[config.mk]
export PLATFORM = sky130hd
export DESIGN_NAME = ssd_scan_driver
export DESIGN_NICKNAME = d
export VERILOG_FILES = /design/src/rtl/ssd_scan_driver.sv
export SDC_FILE = /design/constraint.sdc
export NUM_CORES = 1
export LEC_CHECK = 0
export ABC_CLOCK_PERIOD_IN_PS = 5150
export BUFFER_PORTS_ARGS = -buffer_cell sky130_fd_sc_hd__buf_4
export CORE_MARGIN = 2
export CORE_UTILIZATION = 55
export CTS_CLUSTER_DIAMETER = 80
export CTS_CLUSTER_SIZE = 28
export DETAILED_ROUTE_END_ITERATION = 12
export GPL_TIMING_DRIVEN = 0
export PLACE_DENSITY = 0.87
export SYNTH_ARGS = -nofsm -noshare
export SYNTH_HDL_FRONTEND = slang
export SYNTH_SLANG_ARGS = --single-unit
[constraint.sdc]
create_clock -name clk -period 5.15 [get_ports clk]
set_input_delay 1.03 -clock clk [delete_from_list [all_inputs] [get_ports clk]]
set_output_delay 1.03 -clock clk [all_outputs]
set_load 0.1 [all_outputs]
[src/rtl/ssd_scan_driver.sv]
// Four-digit multiplexed seven-segment scan driver with frame-aligned word updates.
// Optional digit blinking is built when SSD_BLINK_EN is defined.
module ssd_scan_driver #(
    parameter int unsigned REFRESH_DIV = 50000,
    parameter int unsigned BLINK_DIV   = 25000000
) (
    input  logic        clk,
    input  logic        rst,
    input  logic [19:0] sym_word,
    input  logic        sym_valid,
    input  logic [3:0]  blink_mask,
    output logic [3:0]  an,
    output logic [6:0]  seg,
    output logic        frame_done
);

    localparam int unsigned PW         = (REFRESH_DIV > 1) ? $clog2(REFRESH_DIV) : 1;
    localparam int unsigned SYM_W      = 5;
    localparam int unsigned WORD_W     = 4 * SYM_W;
    localparam logic [WORD_W-1:0] BLANK_WORD = {4{5'd10}};
    localparam logic [6:0]  SEG_BLANK  = 7'h7F;

    logic [PW-1:0]     pre_cnt;
    logic [1:0]        idx;
    logic [WORD_W-1:0] pend_word;
    logic [WORD_W-1:0] disp_word;
    logic              pend_flag;
    logic              pre_wrap_c;
    logic              frame_wrap_c;
    logic [SYM_W-1:0]  sym_sel_c;
    logic              blank_c;

    function automatic logic [6:0] sym_decode(input logic [SYM_W-1:0] s);
        logic [6:0] r;
        r = SEG_BLANK;
        case (s)
            5'd0:  r = 7'h01;
            5'd1:  r = 7'h4F;
            5'd2:  r = 7'h12;
            5'd3:  r = 7'h06;
            5'd4:  r = 7'h4C;
            5'd5:  r = 7'h24;
            5'd6:  r = 7'h20;
            5'd7:  r = 7'h0F;
            5'd8:  r = 7'h00;
            5'd9:  r = 7'h04;
            5'd11: r = 7'h48;
            5'd12: r = 7'h6A;
            5'd13: r = 7'h71;
            5'd14: r = 7'h30;
            5'd15: r = 7'h31;
            5'd16: r = 7'h08;
            5'd17: r = 7'h7E;
            5'd18: r = 7'h18;
            5'd19: r = 7'h24;
            5'd20: r = 7'h42;
            default: r = SEG_BLANK;
        endcase
        return r;
    endfunction

    always_comb begin
        pre_wrap_c   = (pre_cnt == PW'(REFRESH_DIV - 1));
        frame_wrap_c = pre_wrap_c && (idx == 2'd3);
    end

    // Prescaler and digit index
    always_ff @(posedge clk or posedge rst) begin
        if (rst) begin
            pre_cnt <= '0;
            idx     <= 2'd0;
        end else if (pre_wrap_c) begin
            pre_cnt <= '0;
            idx     <= idx + 2'd1;
        end else begin
            pre_cnt <= pre_cnt + PW'(1);
        end
    end

    // Pending capture; the display word only changes at the frame boundary
    always_ff @(posedge clk or posedge rst) begin
        if (rst) begin
            pend_word <= BLANK_WORD;
            pend_flag <= 1'b0;
            disp_word <= BLANK_WORD;
        end else if (frame_wrap_c) begin
            pend_flag <= 1'b0;
            if (sym_valid) begin
                pend_word <= sym_word;
                disp_word <= sym_word;
            end else if (pend_flag) begin
                disp_word <= pend_word;
            end
        end else if (sym_valid) begin
            pend_word <= sym_word;
            pend_flag <= 1'b1;
        end
    end

    always_comb begin
        sym_sel_c = disp_word[SYM_W-1:0];
        case (idx)
            2'd0: sym_sel_c = disp_word[4:0];
            2'd1: sym_sel_c = disp_word[9:5];
            2'd2: sym_sel_c = disp_word[14:10];
            2'd3: sym_sel_c = disp_word[19:15];
            default: sym_sel_c = disp_word[4:0];
        endcase
    end

`ifdef SSD_BLINK_EN
    localparam int unsigned BW = (BLINK_DIV > 1) ? $clog2(BLINK_DIV) : 1;

    logic [BW-1:0] blink_cnt;
    logic          blink_on;

    // Blink phase flips once per BLINK_DIV cycles, starting in the on phase
    always_ff @(posedge clk or posedge rst) begin
        if (rst) begin
            blink_cnt <= '0;
            blink_on  <= 1'b1;
        end else if (blink_cnt == BW'(BLINK_DIV - 1)) begin
            blink_cnt <= '0;
            blink_on  <= ~blink_on;
        end else begin
            blink_cnt <= blink_cnt + BW'(1);
        end
    end

    always_comb begin
        blank_c = ~blink_on && blink_mask[idx];
    end
`else
    logic unused_blink_c;

    always_comb begin
        blank_c        = 1'b0;
        unused_blink_c = ^blink_mask;
    end
`endif

    // Registered display outputs track the index with one cycle of latency
    always_ff @(posedge clk or posedge rst) begin
        if (rst) begin
            an         <= 4'b1111;
            seg        <= SEG_BLANK;
            frame_done <= 1'b0;
        end else begin
            an         <= ~(4'b0001 << idx);
            seg        <= blank_c ? SEG_BLANK : sym_decode(sym_sel_c);
            frame_done <= frame_wrap_c;
        end
    end

endmodule

==> impl_summary.md, run 1 <==
Synth
In this run the cell area of the synthesized design comes to around 3300 µm². The number of synthesis warnings is 0. The count of state elements after synthesis is between 70 and 80. The share of synthesized area occupied by flip-flops and latches is roughly 55%.

Synthesis produced a netlist whose cell count is 254. The number of nets in the synthesized netlist is 294. The average cell area after synthesis is between 10 and 15 µm². Yosys mapped the design onto 37 distinct sky130hd cell types.

Clocking
Clock-pin slew was measured on the worst setup and hold paths at around 80 ps. The clock tree buffer depth is 2. The TritonCTS sink count is between 70 and 80. The tree is rooted in a sky130_fd_sc_hd__clkbuf_8. The total clock buffers created by CTS is 9. TritonCTS built the clock tree. Clock latency on the worst-skew pair, taken at its later pin, is roughly 340 ps. In this run the number of H-tree levels came out at 3.

After clock tree synthesis, the setup repair step added 0 buffers. The hold-fix buffer count after cts is 0. Post-CTS repair changed the size of 0 cells.

Pwr
In this run the power density over the cells is ~280 nW/µm². The total design power is 1.07 mW. The maximum VDD drop is ~170 µV.

For this design the static power due to leakage is 1.81 nW.

Critical path
Data on the critical path is required at its endpoint by around 5400 ps. The path depth of the worst reg2reg path is 9. The start point of the critical path is idx[0]$_DFFE_PP0N_.

The maximum fanout encountered on the critical timing path is 7. The most critical setup path has its endpoint at seg[1]$_DFF_PP1_. STA puts the critical path data arrival time at approximately 3000 ps. The startpoint-to-endpoint class of the critical path is reg2reg. The nature of the critical path endpoint is a flip-flop. The startpoint type of the worst setup path is a flip-flop. The worst register-to-register path has a setup slack of roughly 2400 ps. The startpoint identified for the worst register-to-register timing path is idx[0]$_DFFE_PP0N_. The endpoint identified for the worst register-to-register timing path is seg[1]$_DFF_PP1_.

Timing
The worst clock skew is 15.0 ps. After routing, the total negative slack on setup checks comes to 0 ps. The highest clock rate is between 0.3 and 0.4 GHz.

The final-report setup violation count is 0. In this run the tightest slew margin relative to its limit is 44.4%. After layout, the worst path uses between 50% and 60% of the clock period. Setup repair after global routing left no endpoint under its margin. The minimum clock period is between 2000 and 3000 ps. The final hold violation count was 0. The final worst-path setup slack is 2400 ps. The worst-margin pin slew is around 830 ps. The number of pins exceeding their max-slew limit in the final report is 0.

Die
The starting density of the core is a little under three fifths. The die width is around 82 µm. For this design the top-level I/O count stands at 39.

The die is 81.6 µm tall. The area of the placeable core is just under 6000 µm². In this run the core area contains 28 standard-cell rows. The full die area is roughly 6700 µm².

Cells and area
The growth of design area from synthesis to finish is 16.5%. The share of post-route cells with drive strength above 1 is about two fifths. The net count reported at finish is between 300 and 400. The number of antenna repair diodes is 0.

Global route
The initial antenna violation count was 0. The first-pass GRT wire length is approximately 10000 µm. For met1 alone, demand over resource in global routing was about a quarter.

Entering global routing, the biggest net connects slightly above 70 pins. For met3 alone, demand over resource in global routing was 4.73%. Global routing consumed, over all layers together, around a fifth of the routing resources. The number of global-route vias before repair came to 2248. Global routing consumed, on the met2 layer, approximately 35% of the routing resources. The global-route layer with the greatest usage is met2. The global route total overflow is 0.

Detailed routing
The sum of routed wire length over all layers is approximately 6300 µm. The count of antenna-violating nets left after detailed routing is 0. For this block, the initial DRC count from the detailed router was roughly 130. The number of optimization iterations in the first detailed-route pass is 4. The average routed wire per standard cell is around 17 µm.

The DRC violation count after routing is 0. The final route contains approximately 2100 vias. The number of vias per cell after detailed routing is around 5.6.

Place
Detailed placement ended at an HPWL of between 4000 and 5000 µm. The post-placement worst setup slack is around 2500 ps. The final estimated routing congestion in global placement is 0.859. Input and output buffers added on the ports amount to 34.

Min path
The worst min-delay path class is reg2reg. The worst hold path depth is 1.

Run
The count of max-cap constraint violations is 0.

Run status
The run finished with clean final reports.
## per-stage QoR
step	util [%]	area (µm²)	cells	hold WS [ps]
5_1_grt	65.6	3860	379	508
2_1_floorplan	-	3320	254	452
3_3_place_gp	62.3	3660	363	473
4_1_cts	65.6	3860	379	495
6_report	65.6	3860	379	491
3_5_place_dp	62.3	3670	363	482
## cells in the final DEF, fill, tap and decap left out, types with 9 or more instances in the layout
cell	n
sky130_fd_sc_hd__mux2_4	20
sky130_fd_sc_hd__buf_4	34
sky130_fd_sc_hd__clkbuf_8	9
sky130_fd_sc_hd__dfstp_2	27
sky130_fd_sc_hd__ha_1	13
sky130_fd_sc_hd__mux2_2	23
sky130_fd_sc_hd__dfrtp_1	44
sky130_fd_sc_hd__nand2_1	12
sky130_fd_sc_hd__inv_1	16
sky130_fd_sc_hd__nor2_1	19
## Yosys cell counts
| cell type | count | area [µm²] |
|---|---|---|
| sky130_fd_sc_hd__xor2_1 | 7 | 61.3 |
| sky130_fd_sc_hd__and2_4 | 1 | 8.76 |
| sky130_fd_sc_hd__a222oi_1 | 5 | 50.1 |
| sky130_fd_sc_hd__nor2b_1 | 1 | 6.26 |
| sky130_fd_sc_hd__dfrtp_1 | 44 | 1100 |
| sky130_fd_sc_hd__a22oi_1 | 1 | 7.51 |
| sky130_fd_sc_hd__dfstp_2 | 27 | 709 |
| sky130_fd_sc_hd__nand3_1 | 7 | 35.0 |
| sky130_fd_sc_hd__a21oi_1 | 3 | 15.0 |
| sky130_fd_sc_hd__and4_1 | 1 | 8.76 |
| sky130_fd_sc_hd__mux2_2 | 23 | 259 |
| sky130_fd_sc_hd__or3_1 | 2 | 12.5 |
| sky130_fd_sc_hd__o211ai_1 | 1 | 7.51 |
| sky130_fd_sc_hd__a31oi_1 | 1 | 6.26 |
| sky130_fd_sc_hd__a311oi_1 | 1 | 8.76 |
| sky130_fd_sc_hd__buf_6 | 2 | 22.5 |
| sky130_fd_sc_hd__a221o_1 | 1 | 10.0 |
| sky130_fd_sc_hd__nor4_4 | 1 | 21.3 |
| sky130_fd_sc_hd__clkbuf_1 | 4 | 15.0 |
| sky130_fd_sc_hd__or4b_4 | 1 | 13.8 |
| sky130_fd_sc_hd__mux2_4 | 20 | 300 |
| sky130_fd_sc_hd__buf_1 | 2 | 7.51 |
| sky130_fd_sc_hd__nor3b_1 | 1 | 7.51 |
| sky130_fd_sc_hd__o21ai_0 | 5 | 25.0 |
| sky130_fd_sc_hd__inv_1 | 17 | 63.8 |
| sky130_fd_sc_hd__o21ai_2 | 1 | 8.76 |
| sky130_fd_sc_hd__nand4_1 | 3 | 18.8 |
| sky130_fd_sc_hd__nand2_1 | 12 | 45.0 |
| sky130_fd_sc_hd__nor3_1 | 3 | 15.0 |
| sky130_fd_sc_hd__mux2i_1 | 7 | 70.1 |
| sky130_fd_sc_hd__nor2_1 | 19 | 71.3 |
| sky130_fd_sc_hd__and3_1 | 2 | 12.5 |
| sky130_fd_sc_hd__xnor2_1 | 7 | 61.3 |
| sky130_fd_sc_hd__or4bb_1 | 2 | 22.5 |
| sky130_fd_sc_hd__nor4_1 | 1 | 6.26 |
| sky130_fd_sc_hd__ha_1 | 13 | 163 |
| sky130_fd_sc_hd__a211oi_1 | 5 | 37.5 |
## worst max-delay path, cell delays in order, from the launching register on
cell                       delay, ps
sky130_fd_sc_hd__dfrtp_1         410
sky130_fd_sc_hd__inv_1           160
sky130_fd_sc_hd__ha_1            170
sky130_fd_sc_hd__clkbuf_1        360
sky130_fd_sc_hd__mux2i_1         640
sky130_fd_sc_hd__inv_1           200
sky130_fd_sc_hd__ha_1            280
sky130_fd_sc_hd__mux2i_1         140
sky130_fd_sc_hd__nor3_1           60
sky130_fd_sc_hd__a311oi_1        240
## state kept, by name, summed over array words and instances (netlist names)
name,flops
seg,7
pre_cnt,16
disp_word,20
frame_done,1
idx,2
pend_word,20
an,4
pend_flag,1
## per-layer routing
layer / vias up / wire [µm]
met3: 14 / 317
met4: 0 / 105
met1: 1046 / 2750
met2: 71 / 3120
li1: 981 / -
met5: - / 0
## kinds of logic (layout without fill, tap and decap cells)
logic type / count (synthesis) / after routing / share of synthesized area (%)
adders and majority gates: 13 / 13 / 4.91
AOI/OAI and AO/OA: 24 / 24 / 5.32
muxes: 50 / 50 / 19.0
and+or+nand+nor: 57 / 57 / 9.21
xor gates and xnor gates: 14 / 14 / 3.70
DFF: 71 / 71 / 54.6
buffers and inverters: 25 / 75 / 3.28
## power breakdown
| group | switching [mW] | internal, mW | leakage, nW | total (mW) |
|---|---|---|---|---|
| combinational | 0.0259 | 0.0258 | 0.862 | 0.0518 |
| clock | 0.208 | 0.226 | 0.0968 | 0.434 |
| sequential | 0.00396 | 0.578 | 0.849 | 0.582 |
## worst min-delay path by stage
stage / slack, ps / to / from
global placement: 470 / pre_cnt[0]$_DFF_PP0_ / pre_cnt[0]$_DFF_PP0_
detailed placement: 480 / pre_cnt[13]$_DFF_PP0_ / pre_cnt[13]$_DFF_PP0_
global route: 510 / pend_word[7]$_DFFE_PP0P_ / pend_word[7]$_DFFE_PP0P_
finish: 490 / pre_cnt[13]$_DFF_PP0_ / pre_cnt[13]$_DFF_PP0_
floorplan: 450 / pre_cnt[13]$_DFF_PP0_ / pre_cnt[13]$_DFF_PP0_
CTS: 500 / pre_cnt[13]$_DFF_PP0_ / pre_cnt[13]$_DFF_PP0_
## final cells by class
type	count	area, µm²
plain buffers	8	45.0
clock buffers	10	128
clock inverters	6	68.8
fillers	424	2020
inverters	17	66.3
multi-input cells	158	1400
flip-flops and latches	71	1810
well taps	75	93.8
repair buffers	34	255
No activity file was read; power rests on OpenSTA's default activity.
==> inputs of run 2 (changes only) <==
- ABC_CLOCK_PERIOD_IN_PS: 5150 -> 2800
- clock period: 5.15 -> 2.8 ns (I/O delays scaled with it)
==> run 2 against run 1 <==
Power up 84%. Global-route usage is the same. Via count hardly changed. Critical path depth rose by 1. Fmax rose by 6.8%. Register-to-register slack lost 2200 ps. Sequential power up 84%. Setup slack got worse by 2200 ps.
==> impl_summary.md, run 2 (synthesis gave the netlist of run 1 again) <==
Global route
The number of global-route vias before repair is 2248 (unchanged). The initial antenna violation count was 0 (unchanged). The global route total overflow came to 0 (unchanged). The all-layer global routing usage is 20.7% (unchanged). The first-pass GRT wire length was 10400 µm (unchanged). The largest net degree at the start of global routing is 72 (unchanged).

Critical path
The worst-path cell with the longest stage delay is sky130_fd_sc_hd__a222oi_1. The cell family with the largest share of critical-path delay is compound AO/OA/AOI/OAI gates. The destination of the critical timing path is seg[1]$_DFF_PP1_. The setup slack of the most critical reg-to-reg path is 230 ps (-2180 ps). The worst setup path is launched from a flip-flop. The start point of the critical path is idx[0]$_DFFE_PP0N_. The path depth of the worst reg2reg path is 10 (+1). The critical path's largest stage delay is 530 ps (-110 ps). The critical path is of the reg2reg type. The endpoint of the most critical register-to-register path is seg[1]$_DFF_PP1_.

By instance count, the cell type seen most on the critical path is sky130_fd_sc_hd__inv_1. The signal on the critical path passes through inv_1, ha_1, a222oi_1, mux2i_2, inv_1, ha_1, inv_1, mux2i_1, nor3_1, a311oi_1. The reg-to-reg critical path startpoint is idx[0]$_DFFE_PP0N_.

The maximum fanout encountered on the critical timing path was 7 (unchanged). The critical path data arrival time was 2820 ps (-170 ps). The worst setup path is captured at a flip-flop.

The worst endpoint required time is 3040 ps (-2350 ps). The count of buffer and inverter cells on the critical path is 3 (unchanged). The cell count along the critical path is 10 (+1).

Cells and area
The largest registers in the layout are disp_word x20, pend_word x20, pre_cnt x16. The final instance area is 3870 µm² (about the same). The number of fill cells in the layout was 423 (-0.24%). The area taken by multi-input logic gates came to 1400 µm² (+0.27%). The growth of design area from synthesis to finish is 16.6% (about the same).

The footprint of the flip-flops and latches came to 1810 µm² (unchanged). The share of post-route cells with drive strength above 1 is 41.8% (+0.33 points). The library cell used most frequently in the layout, excluding fill and tap cells, is sky130_fd_sc_hd__dfrtp_1. The top cell types in the final layout, fill and taps aside, are sky130_fd_sc_hd__dfrtp_1 (44), sky130_fd_sc_hd__buf_4 (34), sky130_fd_sc_hd__dfstp_2 (27). The number of antenna repair diodes is 0 (unchanged). The net count reported at finish is 339 (unchanged).

Timing
Setup repair after global routing could not meet its margin everywhere. The tightest slew margin relative to the limit came to 44.3% (-0.13 points). The highest clock rate is 0.389 GHz (+6.8%).

The final hold violation count is 0 (unchanged). The worst-margin pin slew is 836 ps (+1.96 ps). The worst clock skew was 15.3 ps (+0.304 ps). The minimum clock period is 2570 ps (-174 ps).

The share of the clock period used by the worst path after layout came to 91.9% (+39 points). The final-report setup violation count is 0 (unchanged). The number of pins exceeding their max-slew limit in the final report is 0 (unchanged).

Place
The placed cell area was 3670 µm² (unchanged). The final estimated routing congestion in global placement came to 0.859 (unchanged). The number of buffers added on ports is 34 (unchanged).

The HPWL after detailed placement came to 4280 µm (unchanged).

Clocking
The cell at the root of the clock tree is sky130_fd_sc_hd__clkbuf_8. The TritonCTS sink count is 71 (unchanged). The CTS clock-pin slew for the worst setup and hold paths came to 80 ps (about the same).

The clock tree buffer depth is 2 (unchanged). The clock latency on the worst-skew pair is 340 ps (about the same). The number of H-tree levels is 3 (unchanged).

The post-CTS setup buffer count came to 0 (unchanged). The count of instances resized after the clock tree is built is 0 (unchanged). The clock tree from TritonCTS is done. The hold-fix buffer count after cts was 0 (unchanged). The total clock buffers created by CTS is 9 (unchanged).

Detailed routing
The sum of routed wire length over all layers is 6270 µm (-0.30%). The via count of the routed design is 2113 (+0.047%). The average routed wire per standard cell is 16.5 µm (-0.30%).

The count of antenna-violating nets left after detailed routing came to 0 (unchanged). The number of DRC violations after detailed-routing iteration 0 was 135 (+1.5%). The number of vias per cell after detailed routing is 5.58 (about the same). The number of optimization iterations in the first detailed-route pass came to 4 (unchanged). The DRC violation count after routing came to 0 (unchanged).

Die
The area of the placeable core was 5890 µm² (unchanged). The starting density of the core is 56.3% (unchanged). The die width is 81.6 µm (unchanged).

The full die area is 6670 µm² (unchanged). The die height came to 81.6 µm (unchanged). The floorplan row count came to 28 (unchanged). The I/O pin count is 39 (unchanged).

Run
The count of max-cap constraint violations is 0 (unchanged).

Pwr
The standby leakage power is 1.80 nW (-0.30%). The power density over the cells was 509 nW/µm² (+84%). The total design power is 1.97 mW (+84%). The maximum VDD drop came to 322 µV (+84%).

Min path
The path class of the tightest hold or removal check is in2async.

Run status
The run finished with clean final reports.
run 2: worst min-delay path by stage:
stage / end / cells after the start / start / slack, ps
detailed placement: pre_cnt[13]$_DFF_PP0_ / 1 / pre_cnt[13]$_DFF_PP0_ / 480
global route: pend_word[16]$_DFFE_PP1P_ / 2 / sym_word[16] / 460
floorplan: pre_cnt[13]$_DFF_PP0_ / 1 / pre_cnt[13]$_DFF_PP0_ / 450
global placement: pre_cnt[0]$_DFF_PP0_ / 1 / pre_cnt[0]$_DFF_PP0_ / 470
CTS: pre_cnt[11]$_DFF_PP0_ / 2 / rst / 420
finish: pend_word[2]$_DFFE_PP0P_ / 2 / rst / 380
run 2: area by class of cell:
type	count	area share [%]
flip-flops and latches	71	46.8
multi-input cells	158	36.2
repair buffers	34	6.60
clock buffers	10	3.30
well taps	75	2.43
clock inverters	6	1.78
inverters	17	1.71
plain buffers	8	1.16
run 2: power by group:
part | switching [mW] | leakage, nW | total, mW | internal, mW
Sequential | 0.00726 | 0.849 | 1.07 | 1.06
Combinational | 0.0477 | 0.857 | 0.0952 | 0.0475
Clock | 0.386 | 0.0968 | 0.802 | 0.416
run 2: worst reg2reg max path, delay by kind of cell (launching register included):
family	cells	cell delay, ps
AO/OA/AOI/OAI	2	770
adder cells (fa/ha/maj)	2	520
buffers and inverters	3	340
flip-flops	1	380
multiplexers	2	400
AND/OR/NAND/NOR	1	60
run 2: layer usage:
metal / vias to the layer above / part of all wire (%) / GRT usage [%]
met5: - / 0 / 0
li1: 985 / - / -
met4: 0 / 1.5 / 7.83
met3: 9 / 5.0 / 4.73
met2: 68 / 50 / 35.4
met1: 1051 / 43 / 25.6
run 2: metrics by stage:
step / TNS, ps / cells / hold WS, ps / util, % / worst slack (ps)
2_1_floorplan: 0 / 254 / 452 / - / 488
3_3_place_gp: -12280 / 363 / 473 / 62.3 / -284
3_5_place_dp: 0 / 363 / 482 / 62.3 / 105
4_1_cts: 0 / 379 / 415 / 65.6 / 68.8
5_1_grt: -4.36 / 379 / 465 / 65.7 / -4.36
6_report: 0 / 379 / 384 / 65.7 / 226
